--- src/rtl/compressor_result_unloader_pkg.sv ---
// Shared definitions for the compressor result unloader and its bench.
//   state_t    : serializer FSM states
//   DEF_WIDTH  : default number of compressor result columns
//   DEF_POLY   : default MISR feedback taps (x^22 + x + 1)
//   misr_next  : one MISR step; operands are carried in a MISR_MAX_W-bit
//                container and masked to the active register width
package cmp_tb_pkg;

  typedef enum logic {IDLE, SHIFT} state_t;

  localparam int unsigned DEF_WIDTH  = 22;
  localparam logic [DEF_WIDTH-1:0] DEF_POLY = 22'h000003;
  localparam int unsigned MISR_MAX_W = 64;

  function automatic logic [MISR_MAX_W-1:0] misr_next(
    input logic [MISR_MAX_W-1:0] sig,
    input logic [MISR_MAX_W-1:0] data,
    input logic [MISR_MAX_W-1:0] poly,
    input int unsigned           width
  );
    logic [MISR_MAX_W-1:0] mask;
    logic [MISR_MAX_W-1:0] nxt;
    mask = (width >= MISR_MAX_W) ? '1
                                 : ((MISR_MAX_W'(1) << width) - MISR_MAX_W'(1));
    nxt  = (sig << 1) & mask;
    if (sig[6'(width - 1)]) nxt = nxt ^ poly;
    return (nxt ^ data) & mask;
  endfunction

endpackage

--- src/rtl/compressor_result_unloader_misr.sv ---
// Multiple-input signature register with clear and enable.
//   clk, rst_n : clock, synchronous active-low reset
//   i_clr      : zero the signature (folds i_data into zero when i_en is high)
//   i_en       : fold i_data into the signature
//   i_data     : WIDTH-bit word to compact
//   o_sig      : current signature
module misr_reg
  import cmp_tb_pkg::*;
#(
  parameter int unsigned          WIDTH = DEF_WIDTH,
  parameter logic [WIDTH-1:0]     POLY  = WIDTH'(DEF_POLY)
) (
  input  logic             clk,
  input  logic             rst_n,
  input  logic             i_clr,
  input  logic             i_en,
  input  logic [WIDTH-1:0] i_data,
  output logic [WIDTH-1:0] o_sig
);

  logic [WIDTH-1:0] r_sig;
  logic [WIDTH-1:0] w_base;
  logic [WIDTH-1:0] w_next;

  // A clear coinciding with an update compacts into an all-zero register.
  always_comb begin
    w_base = i_clr ? '0 : r_sig;
    w_next = WIDTH'(misr_next(MISR_MAX_W'(w_base), MISR_MAX_W'(i_data),
                              MISR_MAX_W'(POLY), WIDTH));
  end

  always_ff @(posedge clk) begin
    if (!rst_n)     r_sig <= '0;
    else if (i_en)  r_sig <= w_next;
    else if (i_clr) r_sig <= '0;
  end

  assign o_sig = r_sig;

endmodule

--- src/rtl/compressor_result_unloader.sv ---
// Captures the compressor's WIDTH-bit result and streams it out LSB first
// over a valid/ready handshake, compacting each accepted result in a MISR.
//   clk, rst_n             : clock, synchronous active-low reset
//   dst, capture           : result word and one-cycle capture request
//   sout, sout_valid,
//   sout_last, sout_ready  : serial stream, last flags bit WIDTH-1
//   busy                   : a capture this cycle would be dropped
//   overrun                : sticky, a capture was dropped
//   sig, sig_clr           : MISR signature and its clear
//   cap_count              : accepted captures, saturating
module compressor_result_unloader
  import cmp_tb_pkg::*;
#(
  parameter int unsigned      WIDTH = DEF_WIDTH,
  parameter logic [WIDTH-1:0] POLY  = WIDTH'(DEF_POLY),
  parameter int unsigned      CNT_W = 16
) (
  input  logic             clk,
  input  logic             rst_n,
  input  logic [WIDTH-1:0] dst,
  input  logic             capture,
  output logic             sout,
  output logic             sout_valid,
  output logic             sout_last,
  input  logic             sout_ready,
  output logic             busy,
  output logic             overrun,
  output logic [WIDTH-1:0] sig,
  input  logic             sig_clr,
  output logic [CNT_W-1:0] cap_count
);

  localparam int unsigned     BW       = (WIDTH > 1) ? $clog2(WIDTH) : 1;
  localparam logic [BW-1:0]   LAST_IDX = BW'(WIDTH - 1);

  state_t           r_state;
  state_t           w_state_nxt;
  logic [WIDTH-1:0] r_shadow;
  logic [BW-1:0]    r_bit_cnt;
  logic             r_overrun;
  logic [CNT_W-1:0] r_cap_count;

  logic w_shift;
  logic w_last;
  logic w_beat;
  logic w_busy;
  logic w_accept;

  always_comb begin
    w_shift  = (r_state == SHIFT);
    w_last   = w_shift && (r_bit_cnt == LAST_IDX);
    w_beat   = w_shift && sout_ready;
    // The final beat frees the shadow in the same cycle, so a capture there
    // is taken and the next result follows with no bubble.
    w_busy   = w_shift && !(w_last && sout_ready);
    w_accept = capture && !w_busy;
  end

  // State register
  always_ff @(posedge clk) begin
    if (!rst_n) r_state <= IDLE;
    else        r_state <= w_state_nxt;
  end

  // Next-state logic
  always_comb begin
    w_state_nxt = r_state;
    case (r_state)
      IDLE:    if (w_accept) w_state_nxt = SHIFT;
      SHIFT:   if (w_beat && w_last && !w_accept) w_state_nxt = IDLE;
      default: w_state_nxt = IDLE;
    endcase
  end

  // Shadow register and beat counter
  always_ff @(posedge clk) begin
    if (!rst_n) begin
      r_shadow  <= '0;
      r_bit_cnt <= '0;
    end else if (w_accept) begin
      r_shadow  <= dst;
      r_bit_cnt <= '0;
    end else if (w_beat) begin
      r_shadow  <= r_shadow >> 1;
      r_bit_cnt <= r_bit_cnt + BW'(1);
    end
  end

  // Overrun flag and saturating capture counter
  always_ff @(posedge clk) begin
    if (!rst_n) begin
      r_overrun   <= 1'b0;
      r_cap_count <= '0;
    end else begin
      if (capture && w_busy) r_overrun <= 1'b1;
      if (w_accept && (r_cap_count != '1)) r_cap_count <= r_cap_count + CNT_W'(1);
    end
  end

  misr_reg #(
    .WIDTH (WIDTH),
    .POLY  (POLY)
  ) u_misr (
    .clk    (clk),
    .rst_n  (rst_n),
    .i_clr  (sig_clr),
    .i_en   (w_accept),
    .i_data (dst),
    .o_sig  (sig)
  );

  // Output decode
  always_comb begin
    sout       = w_shift && r_shadow[0];
    sout_valid = w_shift;
    sout_last  = w_last;
    busy       = w_busy;
    overrun    = r_overrun;
    cap_count  = r_cap_count;
  end

endmodule

--- config.mk ---
export PLATFORM = sky130hd
export DESIGN_NAME = compressor_result_unloader
export DESIGN_NICKNAME = d
export VERILOG_FILES = /design/src/rtl/compressor_result_unloader_pkg.sv /design/src/rtl/compressor_result_unloader_misr.sv /design/src/rtl/compressor_result_unloader.sv
export SDC_FILE = /design/constraint.sdc
export NUM_CORES = 1
export LEC_CHECK = 0
export CAP_MARGIN = 5
export CORE_ASPECT_RATIO = 1.1
export CORE_UTILIZATION = 45
export CTS_CLUSTER_SIZE = 30
export DETAILED_ROUTE_END_ITERATION = 10
export PLACE_DENSITY_LB_ADDON = 0.12
export SYNTH_ARGS = -nofsm -noshare
export SYNTH_HDL_FRONTEND = slang
export SYNTH_SLANG_ARGS = --single-unit
--- constraint.sdc ---
create_clock -name clk -period 1.8 [get_ports clk]
set_input_delay 0.36 -clock clk [delete_from_list [all_inputs] [get_ports clk]]
set_output_delay 0.36 -clock clk [all_outputs]
set_load 0.005 [all_outputs]
==> flow_metrics.env, run 1 <==
export IMPL_cts_made_buffers=9
export IMPL_track_usage_pct=22.60
export IMPL_antenna_found_initial=0
export IMPL_status="finished, violations left"
export IMPL_placed_cells=573
export IMPL_p_leak_nw=1.990
export IMPL_fp_row_count=32
export IMPL_fin_skew_ns=0.007414
export IMPL_vias=3526
export IMPL_post_drt_wl_per_cell_um=16.27
export IMPL_routabilityCongestion=0.7927
export IMPL_synth_cell_types=38
export IMPL_ys_ff_latch=67
export IMPL_maxSlewViolCount=0
export IMPL_dp_hpwl_um=5453
export IMPL_first_pass_iters=4
export IMPL_area_delta_synth_final_pct=61.26
export IMPL_nNetsFinal=561
export IMPL_drc_errors=0
export IMPL_initial_core_util_pct=46.89
export IMPL_synthCells=407
export IMPL_layout_common_cells="64 x clkdlybuf4s50_1, 51 x dfxtp_1, 46 x buf_4"
export IMPL_n_antenna_cell=0
export IMPL_final_common_cell="clkdlybuf4s50_1"
export IMPL_fillCellCount=486
export IMPL_hold_class="register to register"
export IMPL_min_delay_start="r_shadow[11]"
export IMPL_crit_arrival_ns=2.21
export IMPL_cts_buffer_depth=2
export IMPL_seq_area_frac_synth_pct=40.59
export IMPL_finalHoldViolations=0
export IMPL_min_period_ns=1.933
export IMPL_root_buffer="clkbuf_8"
export IMPL_timing_hold_ws_ns=0.4684
export IMPL_grt_pass1_wl_um=14260
export IMPL_crit_start="cap_count[1]"
export IMPL_dieHeight_um=91.88
export IMPL_ir_worst_vdd_mv=0.6332
export IMPL_clk_pin_slew_ns=0.08
export IMPL_drive_gt1_share_pct=29.48
export IMPL_dieArea_um2=7690
export IMPL_hold_depth=2
export IMPL_core_um2=7047
export IMPL_syn_nets=437
export IMPL_viasPerCell=5.678
export IMPL_io_buffers=69
export IMPL_r2r_end="cap_count[13]"
export IMPL_grt_max_degree=43
export IMPL_timing_rr_start="cap_count[1]"
export IMPL_ant_nets=0
export IMPL_routed_wl_um=10100
export IMPL_ioPinCount=70
export IMPL_drv_cap=0
export IMPL_holdPathEnd="r_shadow[10]"
export IMPL_finalWorstSetupSlack_ns=-0.1329
export IMPL_setup_viol=46
export IMPL_end_kind="register"
export IMPL_worstPathRequired_ns=2.07
export IMPL_first_iter_violations=191
export IMPL_path_class="register to register"
export IMPL_yosys_warnings=0
export IMPL_tightest_slew_ns=0.4448
export IMPL_crit_path_max_fanout=6
export IMPL_rsz0062_at_grt="yes"
export IMPL_ff2ff_path_depth=6
export IMPL_grt_pass1_vias=3169
export IMPL_htree_levels=3
export IMPL_r2r_slack_ns=-0.13
export IMPL_die_w_um=83.71
export IMPL_worstSkewPairLatency_ns=0.33
export IMPL_start_kind="register"
export IMPL_syn_avg_cell_area_um2=8.119
export IMPL_fin_cells=621
export IMPL_fmax_mhz=517.4
export IMPL_clock_sinks=67
export IMPL_violations="setup timing"
export IMPL_overflow=0
export IMPL_finalPower_mw=3.783
export IMPL_relSlewSlack_pct=70.26
export IMPL_fin_crit_sh_pct=107.4
export IMPL_powerDensity_nw_per_um2=710.0
export IMPL_cts_tree="built"
export IMPL_synth_area_um2=3304
[Yosys cell counts]
cell type	number	area share (%)
nor2b_1	2	0.38
mux2i_1	26	7.9
nor4_2	1	0.38
buf_2	8	1.2
nor2_1	29	3.3
inv_1	22	2.5
and4b_1	1	0.30
and2_1	3	0.57
nor3_1	1	0.15
xor2_1	4	1.1
or4b_4	1	0.42
and4_1	2	0.53
o311a_1	1	0.30
a211oi_1	2	0.45
xnor2_1	3	0.80
buf_1	1	0.11
o211ai_1	1	0.23
or4_1	8	1.8
o21ai_0	44	6.7
nand3_1	8	1.2
nand2b_1	10	1.9
clkbuf_1	20	2.3
o2111ai_1	1	0.27
o32ai_1	18	4.8
o31ai_1	8	1.8
nor4_1	4	0.76
nand2_1	58	6.6
nand3b_1	1	0.23
a31o_2	1	0.27
a21oi_1	12	1.8
or3_1	3	0.57
o211a_1	1	0.30
ha_1	3	1.1
nand4_2	2	0.76
a21boi_0	1	0.23
a31oi_1	22	4.2
dfxtp_1	67	41
nand4_1	7	1.3
[registers in the layout (all words and copies together), names as in the netlist]
signal	cells
r_bit_cnt	5
cap_count	16
overrun	1
sout_valid	1
r_shadow	22
u_misr.o_sig	22
[power breakdown]
| group | total (mW) | internal [mW] | switching [mW] |
|---|---|---|---|
| Combinational | 0.720 | 0.379 | 0.341 |
| Clock | 1.44 | 0.855 | 0.589 |
| Sequential | 1.62 | 1.57 | 0.0541 |
[stage by stage]
step | utilization (%) | instance area, µm² | setup WS, ns | TNS [ns]
floorplan | - | 3311 | 0.0002142 | 0
global route | 75.62 | 5329 | -0.1728 | -5.081
detailed placement | 62.06 | 4373 | -0.4281 | -16.27
finish | 75.62 | 5329 | -0.1329 | -2.101
CTS | 66.71 | 4701 | -0.06832 | -0.2366
global placement | 62.06 | 4373 | -0.3688 | -15.59
[timing repair]
item                                    4_1_cts  5_1_grt
endpoints found under the setup margin       64       59
gates resized for setup                      20       89
pin swaps                                     3       62
setup buffers                                 8       16
hold buffers                                  0        0
gates cloned                                  1        7
endpoints found under the hold margin         0        0
[critical path, cell delays in order, from the launching register on]
cell,delay (ns)
dfxtp_2,0.37
buf_4,0.12
buf_6,0.11
nand3_2,0.07
or4_4,0.55
or4_4,0.54
a21oi_2,0.12
[worst max-delay path by stage]
stage / end
after floorplan: cap_count[14]
after global placement: r_shadow[11]
after global routing: cap_count[13]
after detailed placement: r_shadow[18]
after CTS: busy
final: cap_count[13]
[logic make-up (layout without fill, tap and decap cells)]
group,after synthesis,after routing,share of synthesized area (%)
compound gates,112,114,21.28
xor+xnor,7,7,1.855
fa+ha+maj,3,3,1.136
buf+inv,51,178,6.096
flops,67,67,40.59
mux,26,26,7.876
simple gates,141,141,21.17
[metal layers]
metal	wire length, µm	vias up	track usage, %
met5	0	-	0
met2	5275	107	39.09
li1	-	1727	-
met1	4225	1676	27.07
met4	150	0	10.31
met3	452	16	4.230
[layout make-up]
class | count | area [µm²] | area share (%)
clock buffer | 12 | 155.1 | 2.911
clock inverter | 4 | 72.57 | 1.362
tap | 85 | 106.4 | 1.996
inverter | 22 | 82.58 | 1.550
multi-input combinational | 291 | 2120 | 39.77
sequential | 67 | 1361 | 25.55
timing repair buffer | 140 | 1431 | 26.86
Note: power is estimated with default switching activity, not from simulation.
==> run 2, diff against run 1 <==
--- a/config.mk
+++ b/config.mk
@@ -5,12 +5,13 @@
 export SDC_FILE = /design/constraint.sdc
 export NUM_CORES = 1
 export LEC_CHECK = 0
-export CAP_MARGIN = 5
 export CORE_ASPECT_RATIO = 1.1
 export CORE_UTILIZATION = 45
 export CTS_CLUSTER_SIZE = 30
 export DETAILED_ROUTE_END_ITERATION = 10
 export PLACE_DENSITY_LB_ADDON = 0.12
+export RECOVER_POWER = 50
+export SKIP_LAST_GASP = 1
 export SYNTH_ARGS = -nofsm -noshare
 export SYNTH_HDL_FRONTEND = slang
 export SYNTH_SLANG_ARGS = --single-unit
==> flow_metrics.env, run 2 (synthesis gave the netlist of run 1 again) <==
export IMPL_status="finished, violations left"
export IMPL_relSlewSlack_pct=67.47
export IMPL_fin_skew_ns=0.004564
export IMPL_track_usage_pct=22.52
export IMPL_ir_worst_vdd_mv=0.4009
export IMPL_io_buffers=69
export IMPL_hold_class="register to register"
export IMPL_fin_util_pct=71.89
export IMPL_powerDensity_nw_per_um2=732.3
export IMPL_start_kind="register"
export IMPL_crit_path_max_fanout=4
export IMPL_grt_pass1_wl_um=14210
export IMPL_end_kind="register"
export IMPL_cts_buffer_depth=2
export IMPL_hold_depth=2
export IMPL_viasPerCell=5.698
export IMPL_first_iter_violations=161
export IMPL_finalHoldViolations=0
export IMPL_stdcell_area_um2=5066
export IMPL_final_common_cell="clkdlybuf4s50_1"
export IMPL_dpl_cell_area_um2=4373
export IMPL_dp_hpwl_um=5453
export IMPL_dieHeight_um=91.88
export IMPL_clk_pin_slew_ns=0.07
export IMPL_p_leak_nw=1.863
export IMPL_maxSlewViolCount=0
export IMPL_routabilityCongestion=0.7927
export IMPL_min_period_ns=1.888
export IMPL_area_delta_synth_final_pct=53.31
export IMPL_drive_gt1_share_pct=23.85
export IMPL_root_buffer="clkbuf_8"
export IMPL_finalWorstSetupSlack_ns=-0.08823
export IMPL_post_drt_wl_per_cell_um=15.56
export IMPL_worstPathRequired_ns=2.07
export IMPL_holdPathEnd="r_shadow[3]"
export IMPL_layout_common_cells="65 x clkdlybuf4s50_1, 52 x dfxtp_1, 49 x nand2_1"
export IMPL_fin_crit_sh_pct=104.9
export IMPL_dieArea_um2=7690
export IMPL_r2r_slack_ns=-0.09
export IMPL_fmax_mhz=529.6
export IMPL_overflow=0
export IMPL_tightest_slew_ns=0.4872
export IMPL_vias=3470
export IMPL_fp_row_count=32
export IMPL_die_w_um=83.71
export IMPL_min_delay_start="r_shadow[4]"
export IMPL_nNetsFinal=549
export IMPL_routed_wl_um=9477
export IMPL_cts_tree="built"
export IMPL_ioPinCount=70
export IMPL_grt_max_degree=43
export IMPL_core_um2=7047
export IMPL_ant_nets=0
export IMPL_clock_sinks=67
export IMPL_worstSkewPairLatency_ns=0.34
export IMPL_ff2ff_path_depth=5
export IMPL_violations="setup timing"
export IMPL_initial_core_util_pct=46.89
export IMPL_setup_viol=7
export IMPL_crit_arrival_ns=2.16
export IMPL_r2r_end="cap_count[14]"
export IMPL_first_pass_iters=5
export IMPL_ctsHoldBuffers=0
export IMPL_cts_made_buffers=9
export IMPL_timing_rr_start="cap_count[1]"
export IMPL_rsz0062_at_grt="yes"
export IMPL_grt_pass1_vias=3168
export IMPL_drv_cap=0
export IMPL_drc_errors=0
export IMPL_antenna_found_initial=0
export IMPL_n_antenna_cell=0
export IMPL_htree_levels=3
export IMPL_path_class="register to register"
[run 2: cell count changes in the layout (fill, tap and decap cells not counted), moves of 3 or more]
cell,previous run,this run
buf_6,13,4
nand2_1,41,49
nand2_2,12,5
nor4_2,4,1
[run 2: where the power goes]
group | leakage (nW) | internal (mW) | switching, mW | total, mW
clock network | 0.113 | 0.855 | 0.592 | 1.45
logic | 1.19 | 0.334 | 0.313 | 0.646
registers | 0.556 | 1.56 | 0.0522 | 1.62
total | 1.86 | 2.75 | 0.957 | 3.71
[run 2: per-stage QoR]
stage | hold WS (ns) | worst slack (ns) | cells | TNS [ns] | total power [mW]
global route | 0.4854 | -0.1229 | 609 | -3.337 | 3.876
floorplan | 0.4452 | 0.0002142 | 407 | 0 | 1.914
finish | 0.4654 | -0.08823 | 609 | -0.2105 | 3.710
global placement | 0.4510 | -0.3688 | 573 | -15.59 | 2.172
detailed placement | 0.4589 | -0.4281 | 573 | -16.27 | 2.184
CTS | 0.4676 | -0.06865 | 598 | -0.6771 | 3.634
[run 2: worst max-delay path: stages, from the launching register on]
cell and delay, ns:
dfxtp_4 0.37, ha_4 0.14, nand3_2 0.09, or4b_4 0.57, or4_1 0.53, a21oi_1 0.13
[run 2: layout make-up]
type	instances	area, µm²
Fill cell	546	1981
Tap cell	85	106.4
Inverter	22	82.58
Clock inverter	4	72.57
Clock buffer	12	155.1
Multi-Input combinational cell	292	2019
Timing Repair Buffer	127	1267
Sequential cell	67	1363
[run 2: worst max path at each step]
stage | start | endpoint | slack (ns)
floorplan | cap_count[0] | cap_count[14] | 0.0002
global placement | capture | r_shadow[11] | -0.37
detailed placement | capture | r_shadow[18] | -0.43
CTS | r_bit_cnt[1] | r_shadow[16] | -0.07
global route | cap_count[1] | cap_count[14] | -0.12
finish | cap_count[1] | cap_count[14] | -0.09
[run 2: timing repair]
action | in CTS | in global routing
pin swaps | 2 | 38
setup buffers | 8 | 5
cloned | 1 | 6
endpoints found under the setup margin | 64 | 59
gates resized for setup | 16 | 57
[run 2: metal layers]
metal  share of wire [%]  up-vias  global-route usage [%]
li1                    -     1708                       -
met1                  42     1640                   26.96
met2                  51       97                   38.96
met3                 4.8       25                   4.230
met4                 2.5        0                   10.31
met5                   0        -                       0
==> run 3, diff against run 2 <==
--- a/config.mk
+++ b/config.mk
@@ -14,4 +14,5 @@
 export SKIP_LAST_GASP = 1
 export SYNTH_ARGS = -nofsm -noshare
 export SYNTH_HDL_FRONTEND = slang
+export SYNTH_HIERARCHICAL = 1
 export SYNTH_SLANG_ARGS = --single-unit
==> constraint.sdc (replaced) <==
create_clock -name clk -period 2.4 [get_ports clk]
set_input_delay 0.48 -clock clk [delete_from_list [all_inputs] [get_ports clk]]
set_output_delay 0.48 -clock clk [all_outputs]
set_load 0.005 [all_outputs]
==> flow_metrics.env, run 3 <==
export IMPL_status="finished clean"
export IMPL_core_um2=7007
export IMPL_crit_arrival_ns=1.85
export IMPL_min_delay_start="overrun"
export IMPL_p_leak_nw=1.661
export IMPL_ys_async_sr_fraction_pct=0
export IMPL_maxUsedRoutingLayer="met4"
export IMPL_path_cells="ha_1, and4b_1, and2_1, clkdlybuf4s50_1"
export IMPL_yosys_area_top_type="dfxtp_1"
export IMPL_htree_levels=3
export IMPL_synth_common_cells="67 x dfxtp_1, 33 x nand2_1, 28 x a21oi_1, 27 x inv_1, 25 x mux2i_1"
export IMPL_cp_num_buf_inv=1
export IMPL_end_kind="output pin"
export IMPL_synth_area_um2=3249
export IMPL_relSlewSlack_pct=51.85
export IMPL_routed_wl_um=7706
export IMPL_dr_wl_met2_um=3489
export IMPL_synth_most_common_cell="dfxtp_1"
export IMPL_initial_core_util_pct=46.37
export IMPL_timing_hold_ws_ns=0.4638
export IMPL_cpPeakStageDelay_ns=0.49
export IMPL_setup_viol=0
export IMPL_synthFlopType="dfxtp_1"
export IMPL_post_drt_wl_per_cell_um=14.09
export IMPL_finalWorstSetupSlack_ns=0.06682
export IMPL_cts_buffer_depth=2
export IMPL_rsz0062_at_grt="yes"
export IMPL_start_kind="register"
export IMPL_critical_path_top_delay_family="buffers and inverters"
export IMPL_hold_class="register to register"
export IMPL_routabilityCongestion=0.7563
export IMPL_ys_ff_latch=67
export IMPL_ir_worst_vdd_mv=0.3443
export IMPL_final_common_cell="dfxtp_1"
export IMPL_cp_slowest_cell="clkdlybuf4s50_1"
export IMPL_drive_gt1_share_pct=8.658
export IMPL_ioPinCount=70
export IMPL_fmax_mhz=428.6
export IMPL_cts_tree="built"
export IMPL_grt_max_degree=43
export IMPL_syn_nets=411
export IMPL_pre_cts_ws_ns=-0.03853
export IMPL_fin_crit_sh_pct=97.22
export IMPL_tightest_slew_ns=0.7222
export IMPL_setup_tns_ns=0
export IMPL_stdcell_area_um2=4294
export IMPL_first_pass_iters=4
export IMPL_area_delta_synth_final_pct=32.15
export IMPL_worstPathRequired_ns=1.92
export IMPL_layout_common_cells="66 x dfxtp_1, 39 x clkdlybuf4s50_1, 33 x nand2_1"
export IMPL_met1_length_um=3785
export IMPL_dpl_cell_area_um2=4111
export IMPL_grt_pass1_vias=2656
export IMPL_path_class="register to output pin"
export IMPL_synth_top_area_share_pct=41.28
export IMPL_seq_area_frac_synth_pct=41.28
export IMPL_vias=2951
export IMPL_dp_hpwl_um=5346
export IMPL_track_usage_pct=21.18
export IMPL_min_period_ns=2.333
export IMPL_die_w_um=83.02
export IMPL_fp_row_count=32
export IMPL_nNetsFinal=487
export IMPL_first_iter_violations=148
export IMPL_clock_sinks=67
export IMPL_drc_errors=0
export IMPL_powerDensity_nw_per_um2=581.0
export IMPL_timing_rr_start="r_bit_cnt[0]"
export IMPL_syn_avg_cell_area_um2=8.529
export IMPL_n_antenna_cell=0
export IMPL_maxSlewViolCount=0
export IMPL_yosys_warnings=6
export IMPL_crit_start="r_bit_cnt[0]"
export IMPL_viasPerCell=5.395
export IMPL_crit_path_max_fanout=4
export IMPL_ctsHoldBuffers=0
export IMPL_cts_made_buffers=9
export IMPL_finalHoldViolations=0
export IMPL_worstSkewPairLatency_ns=0.34
export IMPL_clk_pin_slew_ns=0.07
export IMPL_antenna_found_initial=0
export IMPL_synth_cell_types=43
export IMPL_synth_edf_count=0
export IMPL_overflow=0
export IMPL_fillCellCount=623
export IMPL_fin_skew_ns=0.008008
export IMPL_ys_top_cells_by_area="dfxtp_1 41%, mux2i_1 7.7%, nand3b_1 4.6%"
export IMPL_dieArea_um2=7565
export IMPL_synthCells=381
export IMPL_dieHeight_um=91.12
export IMPL_drv_cap=0
export IMPL_grt_pass1_wl_um=12870
export IMPL_root_buffer="clkbuf_8"
export IMPL_ant_nets=0
export IMPL_io_buffers=69
export IMPL_met3WireLength_um=359
run 3: changes by cell type after synthesis, sizes merged, moves of 8 or more:
cell,change
o31ai,-8
a21oi,+16
nand3b,+19
nand2,-25
o32ai,-18
o211ai,+19
o21ai,-20
run 3: power breakdown:
group,internal [mW],switching [mW],total (mW)
clock network,0.509,0.401,0.910
registers,1.17,0.0435,1.22
logic,0.188,0.180,0.368
total,1.87,0.624,2.50
run 3: metrics by stage:
stage	total power, mW	cells	utilization (%)
after global placement	1.612	531	58.68
after detailed placement	1.619	531	58.68
final	2.495	547	61.29
after CTS	2.536	547	61.36
after floorplan	1.437	381	-
after global routing	2.609	547	61.29
run 3: kinds of logic after synthesis:
| kind of cell | after synthesis | synth area share, % |
|---|---|---|
| AOI/OAI and AO/OA | 101 | 18.83 |
| xor gates and xnor gates | 13 | 3.504 |
| adders and majority gates | 3 | 1.155 |
| buffers and inverters | 54 | 7.855 |
| DFF | 67 | 41.28 |
| muxes | 25 | 7.701 |
| and+or+nand+nor | 118 | 19.68 |
run 3: final cells by class:
| type | count | area (µm²) | area share (%) |
|---|---|---|---|
| Sequential cell | 67 | 1343 | 31.26 |
| Inverter | 27 | 101.3 | 2.360 |
| Timing Repair Buffer | 92 | 890.9 | 20.75 |
| Tap cell | 85 | 106.4 | 2.477 |
| Multi-Input combinational cell | 260 | 1665 | 38.78 |
| Clock inverter | 2 | 35.03 | 0.8159 |
| Clock buffer | 14 | 152.6 | 3.555 |
run 3: tightest hold or removal path, cell delays in order (launching register included):
cell and delay, ns:
dfxtp_1 0.32, a21oi_1 0.04, nor2_1 0.07
run 3: final timing paths:
check,slack (ns),end,depth (start not counted)
worst min register to register,0.46,overrun,2
worst max register to register,0.29,cap_count[15],6
worst max-delay path,0.07,sout_last,4
worst min-delay path,0.46,overrun,2
run 3: routing by layer:
layer | track usage, % | vias up
met2 | 33.33 | 76
met4 | 8.621 | 0
met5 | 0 | -
met3 | 4.091 | 6
met1 | 28.39 | 1362
li1 | - | 1507
run 3: repair_timing:
action / 4_1_cts / 5_1_grt
setup endpoints to repair: 1 / 1
gates cloned: 0 / 0
gates resized for setup: 1 / 2
setup buffers: 0 / 0
